$ cat src/rtl/sub_pkg.sv
// Shared types and defaults for the bit-serial subtractor.
package sub_pkg;

  localparam int unsigned DefaultWidth = 8;

  typedef enum logic [1:0] {
    StIdle,
    StShift,
    StDone
  } state_e;

endpackage

$ cat src/rtl/full_subtractor.sv
// Single-bit full subtractor: a - b - bin.
module full_subtractor (
  input  logic a,
  input  logic b,
  input  logic bin,
  output logic diff,
  output logic bout
);

  // Difference bit and borrow-out for one bit position.
  always_comb begin
    diff = a ^ b ^ bin;
    bout = (~a & b) | (~(a ^ b) & bin);
  end

endmodule

$ cat src/rtl/serial_subtractor.sv
// Bit-serial subtractor: computes a_i - b_i LSB-first, one bit per clock,
// with a start/busy/done handshake.
module serial_subtractor
  import sub_pkg::*;
#(
  parameter int unsigned WIDTH = DefaultWidth
) (
  input  logic             clk,
  input  logic             rst_n,
  input  logic             start,
  input  logic [WIDTH-1:0] a_i,
  input  logic [WIDTH-1:0] b_i,
  output logic             busy,
  output logic             done,
  output logic [WIDTH-1:0] diff_o,
  output logic             borrow_o
);

  localparam int unsigned CntW = $clog2(WIDTH);

  state_e state_q, state_d;

  logic [WIDTH-1:0] a_sr_q, b_sr_q, res_q, diff_q;
  logic [CntW-1:0]  cnt_q;
  logic             br_q, borrow_q;

  logic load;
  logic last;
  logic bit_diff, bit_bout;

  assign last = (cnt_q == CntW'(WIDTH - 1));

  full_subtractor u_fs (
    .a    (a_sr_q[0]),
    .b    (b_sr_q[0]),
    .bin  (br_q),
    .diff (bit_diff),
    .bout (bit_bout)
  );

  // State register.
  always_ff @(posedge clk) begin
    if (!rst_n) begin
      state_q <= StIdle;
    end else begin
      state_q <= state_d;
    end
  end

  // Next-state logic; DONE may chain straight into another operation.
  always_comb begin
    state_d = state_q;
    unique case (state_q)
      StIdle:  if (start) state_d = StShift;
      StShift: if (last) state_d = StDone;
      StDone:  state_d = start ? StShift : StIdle;
      default: state_d = StIdle;
    endcase
  end

  // Handshake outputs; start is only accepted outside SHIFT.
  always_comb begin
    busy = (state_q == StShift);
    done = (state_q == StDone);
    load = start && (state_q != StShift);
  end

  // Operand shift registers, borrow flop, counter and result capture.
  always_ff @(posedge clk) begin
    if (!rst_n) begin
      a_sr_q   <= '0;
      b_sr_q   <= '0;
      res_q    <= '0;
      br_q     <= 1'b0;
      cnt_q    <= '0;
      diff_q   <= '0;
      borrow_q <= 1'b0;
    end else if (load) begin
      a_sr_q <= a_i;
      b_sr_q <= b_i;
      br_q   <= 1'b0;
      cnt_q  <= '0;
    end else if (busy) begin
      a_sr_q <= a_sr_q >> 1;
      b_sr_q <= b_sr_q >> 1;
      br_q   <= bit_bout;
      cnt_q  <= cnt_q + CntW'(1);
      res_q  <= {bit_diff, res_q[WIDTH-1:1]};
      // Publish on the final bit so outputs are valid while done is high.
      if (last) begin
        diff_q   <= {bit_diff, res_q[WIDTH-1:1]};
        borrow_q <= bit_bout;
      end
    end
  end

  assign diff_o   = diff_q;
  assign borrow_o = borrow_q;

endmodule
$ cat config.mk
export PLATFORM = sky130hd
export DESIGN_NAME = serial_subtractor
export DESIGN_NICKNAME = d
export VERILOG_FILES = /design/src/rtl/sub_pkg.sv /design/src/rtl/full_subtractor.sv /design/src/rtl/serial_subtractor.sv
export SDC_FILE = /design/constraint.sdc
export NUM_CORES = 1
export LEC_CHECK = 0
export CAP_MARGIN = 10
export CORE_AREA = 2 2 71 73
export DETAILED_ROUTE_END_ITERATION = 10
export DIE_AREA = 0 0 73 75
export GPL_TIMING_DRIVEN = 0
export PLACE_DENSITY = 0.65
export SYNTH_ARGS = -nofsm -noshare
export SYNTH_HDL_FRONTEND = slang
export SYNTH_SLANG_ARGS = --single-unit
export TNS_END_PERCENT = 30
$ cat constraint.sdc
create_clock -name clk -period 1.74 [get_ports clk]
set_input_delay 0.522 -clock clk [delete_from_list [all_inputs] [get_ports clk]]
set_output_delay 0.522 -clock clk [all_outputs]
set_load 0.05 [all_outputs]
Word level (Yosys, flattened, before mapping):

Cells that the tools add are included.

* register bits after elaboration: 39
* input port bits: 19
* output and inout port bits: 11
* logic and storage cells: 39

* $add $sub $neg: 1
* equal/unequal tests: 6
* multiplexer cells: 8
* bitwise operators: 9
* reduce and logical (&&, ||, !) cells: 7

Operators by type and width (number)
* $mux 8: 4
* $pmux 2 s3: 1
* $mux 2: 2
* $ne 2x1->1 const B: 2
* $not 1->1: 4
* $reduce_and 2->1: 2
* $add 3x1->3 const B: 1
* $eq 3x3->1 const B: 1
* $reduce_and 3->1: 1
* $and 1x1->1: 2
* $eq 2x1->1 const B: 1
* $eq 2x2->1 const B: 1
* $logic_not 2->1: 1
* $ne 2x2->1 const B: 1
* $reduce_bool 2->1: 1
* $reduce_or 2->1: 1
* $xor 1x1->1: 2
* $logic_and 1x1->1: 1
* $mux 1: 1
* $or 1x1->1: 1

Depth between registers and ports, before layout:

* depth in word-level cells: 4
* mapped depth: 6
* depth with buffers taken out: 5

Modules after synthesis:

From an unflattened synthesis, not the netlist that was laid out.

* cells, all modules: 188
* area, all modules: 1581.5 um^2

Modules (own cells, without submodules)
* serial_subtractor: instances 1, cells an instance 184, area an instance 1550.2 um^2, seq. area each 760.7 um^2
* full_subtractor: instances 1, cells an instance 4, area an instance 31.3 um^2, seq. area each 0.0 um^2

Worst setup path before layout:

OpenSTA, ideal clock, no wires.

* path kind: reg2out
* start: register state_q[1]
* end: output done
* data arrival time: 1.037 ns
* required time: 1.218 ns
* path slack: 0.181 ns
* stages on the path, launching flop included: 2
* buffers on the path: 0
* cell sequence: dfxtp_1 > nor2b_1

* longest elaborated chain between the ends: 1

Ends and longest elaborated chain
* start: declaration: RTL line serial_subtractor.sv:21 `state_e state_q, state_d;`
* start signal: assignment: RTL line serial_subtractor.sv:44 `state_q <= StIdle;`
* start signal: assignment: RTL line serial_subtractor.sv:46 `state_q <= state_d;`
* $eq 2x2->1: RTL line serial_subtractor.sv:64 `done = (state_q == StDone);`
* end: declaration: RTL line serial_subtractor.sv:14 `output logic done,`

No other way between the ends.

Worst setup path in the final report:

* start: register diff_q[6] (netlist: diff_o[6])
* end: output diff_o[6]

RTL lines
* start: declaration: RTL line serial_subtractor.sv:23 `logic [WIDTH-1:0] a_sr_q, b_sr_q, res_q, diff_q;`
* start signal: assignment: RTL line serial_subtractor.sv:91 `diff_q <= {bit_diff, res_q[WIDTH-1:1]};`
* end: declaration: RTL line serial_subtractor.sv:15 `output logic [WIDTH-1:0] diff_o,`

No word-level cell between the ends.

==> flow_metrics.py <==
metrics = {
    "clock_network": {
        "cts.path.max_buffers": 2,
        "cts_tree": "done",
        "cts_buffers": 5,
        "cts.sinks": 38,
        "root_buffer": "clkbuf_8",
        "hold_buffers": 0,
        "clk_pin_slew_ns": 0.08,
        "worstSkewPairLatency_ns": 0.30,
        "htree_levels": 2,
    },
    "cells_and_area": {
        "fin_area_mm2": 0.00205,
        "fin_cells": 279,
        "mostFrequentLayoutCells": "nand2_1 (40), dfxtp_1 (36), a21oi_1 (27), nand3_1 (18), clkdlybuf4s50_1 (16)",
        "layout_commonest_cell": "nand2_1",
        "n_fill_cell": 469,
        "diodes": 0,
        "fin_nets": 246,
        "areaGrowthSynthToFinish_pct": 30.2,
        "drive_above_1_share_pct": 12.4,
    },
    "placed_design": {
        "placed_cell_area_mm2": 0.00191,
        "placed_cells": 267,
        "io_buffers": 27,
        "dp_hpwl_um": 2270,
        "gp_congestion": 0.702,
    },
    "synth": {
        "synthArstFlopShare_pct": 0,
        "synth-edff-count": 0,
        "synth_top_area_share_pct": 48.3,
        "yosys.area.top_type": "dfxtp_1",
        "synth_xor_xnor_area_share_pct": 0,
        "synth_top_family_by_area": "compound AO/OA/AOI/OAI gates",
        "synth_fa_ha_area_share_pct": 2.86,
        "syn_inst": 186,
        "synth_mux_area_share_pct": 1.27,
        "yosysWarnings": 0,
        "syn_nets": 208,
        "synth_area_per_cell_um2": 8.47,
        "synth_cell_types": 32,
        "synth_area_leaders": "dfxtp_1 (48%), nand2_1 (9.5%), a21oi_1 (8.6%)",
        "synth_area_mm2": 0.00158,
        "synthFlopType": "dfxtp_1",
        "seq_area_frac_synth_pct": 48.3,
        "synth_compound_area_share_pct": 19.9,
        "synthSimpleGateAreaFrac_pct": 19.7,
        "synth-seq-cells": 38,
    },
    "worst_setup_path": {
        "crit_buf_inv": 1,
        "path_cells": "dlygate4sd2_1",
        "cpPeakStageDelay_ns": 0.53,
        "setup.worst_path.end_class": "output pin",
        "path_max_fanout": 2,
        "arrival_ns": 1.16,
        "cp-start-kind": "flop",
        "worstPathRequired_ns": 1.22,
        "path_delay_family": "buffers and inverters",
        "slowest_stage": "dlygate4sd2_1",
        "critPathKind": "reg -> out",
    },
    "drt": {
        "viasPerCell": 4.82,
        "drc": 0,
        "wl_um": 3260,
        "vias": 1344,
        "dr.pass1.iters": 6,
        "ant_nets": 0,
        "drt_iter0_markers": 75,
        "wl_per_cell_um": 11.7,
    },
    "timing": {
        "hold_viol_final": 0,
        "setup_viol": 0,
        "tightest_slew_ns": 0.485,
        "final_max_slew_viol_count": 0,
        "fin_tns_setup_ns": 0,
        "fmax_ghz": 0.594,
        "rsz0062_at_grt": "false",
        "min_period_ns": 1.68,
        "finClkSkew_ns": 0.00564,
        "whs_ns": 0.445,
        "slew_headroom_pct": 67.8,
        "finalCritPeriodShare_pct": 96.8,
    },
    "grt": {
        "grt_pass1_wl_um": 5640,
        "antenna_found_initial": 0,
        "grt_use_met2_pct": 23.1,
        "use_met1_pct": 16.0,
        "gr-total-overflow": 0,
        "grt_max_degree": 13,
        "gr-max-usage-layer": "met2",
        "grt_pass1_vias": 1311,
        "track_usage_pct": 13.6,
        "grt_use_met3_pct": 3.61,
    },
    "power_and_ir_drop": {
        "p_total_uw": 1910,
        "p_leak_uw": 0.000880,
        "vdd_drop_max_v": 0.000385,
        "power.density_mw_per_mm2": 929,
    },
    "floorplanning": {
        "dieArea_mm2": 0.00548,
        "initial_utilization_pct": 33.8,
        "fp.dieH_um": 75,
        "die_w_um": 73,
        "rows": 25,
        "pin_count": 30,
        "core_mm2": 0.00466,
    },
    "outcome": {
        "status": "complete, no violations",
    },
    "hold_path": {
        "hp-class": "reg -> reg",
    },
    "job": {
        "drv_cap": 0,
    },
}
==> layer usage <==
| metal | wire length (µm) | part of all wire (%) |
|---|---|---|
| met1 | 1540 | 47 |
| met2 | 1510 | 46 |
| met3 | 137 | 4.2 |
| met4 | 65 | 2.0 |
| met5 | 0 | 0 |
==> cell type report <==
cell class / count / area [µm²] / area share [%]
tap: 54 / 67.6 / 3.29
clock inverter: 3 / 40.0 / 1.95
multi-input combinational: 130 / 693 / 33.8
inverter: 4 / 27.5 / 1.34
clock buffer: 5 / 68.8 / 3.36
sequential: 38 / 763 / 37.2
timing repair buffer: 32 / 308 / 15.0
buffer: 13 / 82.6 / 4.03
==> cells by family after synthesis <==
group / after synthesis
AO/OA/AOI/OAI: 55
flip-flops: 38
buffers and inverters: 18
adder cells (fa/ha/maj): 3
AND/OR/NAND/NOR: 70
multiplexers: 2
==> Yosys cell counts, types with 2 or more instances <==
cell	count
mux2i_1	2
a21boi_0	4
buf_4	2
nand2_1	40
a21oi_1	27
o21a_1	2
clkbuf_1	5
nor2_1	4
a21boi_1	5
inv_1	2
dfxtp_1	38
nand3_1	18
ha_1	2
buf_2	3
and2_1	2
o21ai_0	14
==> path summary, 6_finish.rpt <==
path	from	endpoint	slack, ns	cells past startpoint
hold reg to reg	diff_o[7]	diff_o[7]	0.45	2
setup reg to reg	cnt_q[0]	borrow_o	0.33	5
hold / removal	diff_o[7]	diff_o[7]	0.45	2
setup / recovery	diff_o[6]	diff_o[6]	0.06	1
==> through the flow <==
step                utilization (%)  setup slack, ns
global route                   44.0           0.0174
floorplan                         -            0.181
detailed placement             41.0           -0.406
CTS                            43.6          -0.0679
finish                         44.0           0.0558
global placement               41.0           -0.418
==> state kept, by name, summed over array words and instances (netlist names) <==
name / flops
a_sr_q: 8
b_sr_q: 8
borrow_o: 1
br_q: 1
cnt_q: 3
diff_o: 8
res_q: 7
state_q: 2
==> what timing repair did <==
action / in CTS / in global routing
setup buffers: 0 / 5
resized for setup: 24 / 1
endpoints found under the hold margin: 0 / 0
setup endpoints to repair: 11 / 2
pin swaps: 0 / 0
gates cloned: 0 / 0
==> where the power goes <==
part | switching (µW) | internal [µW]
registers | 22.8 | 910
clock network | 320 | 422
logic | 117 | 114
Note: power is estimated with default switching activity, not from simulation.
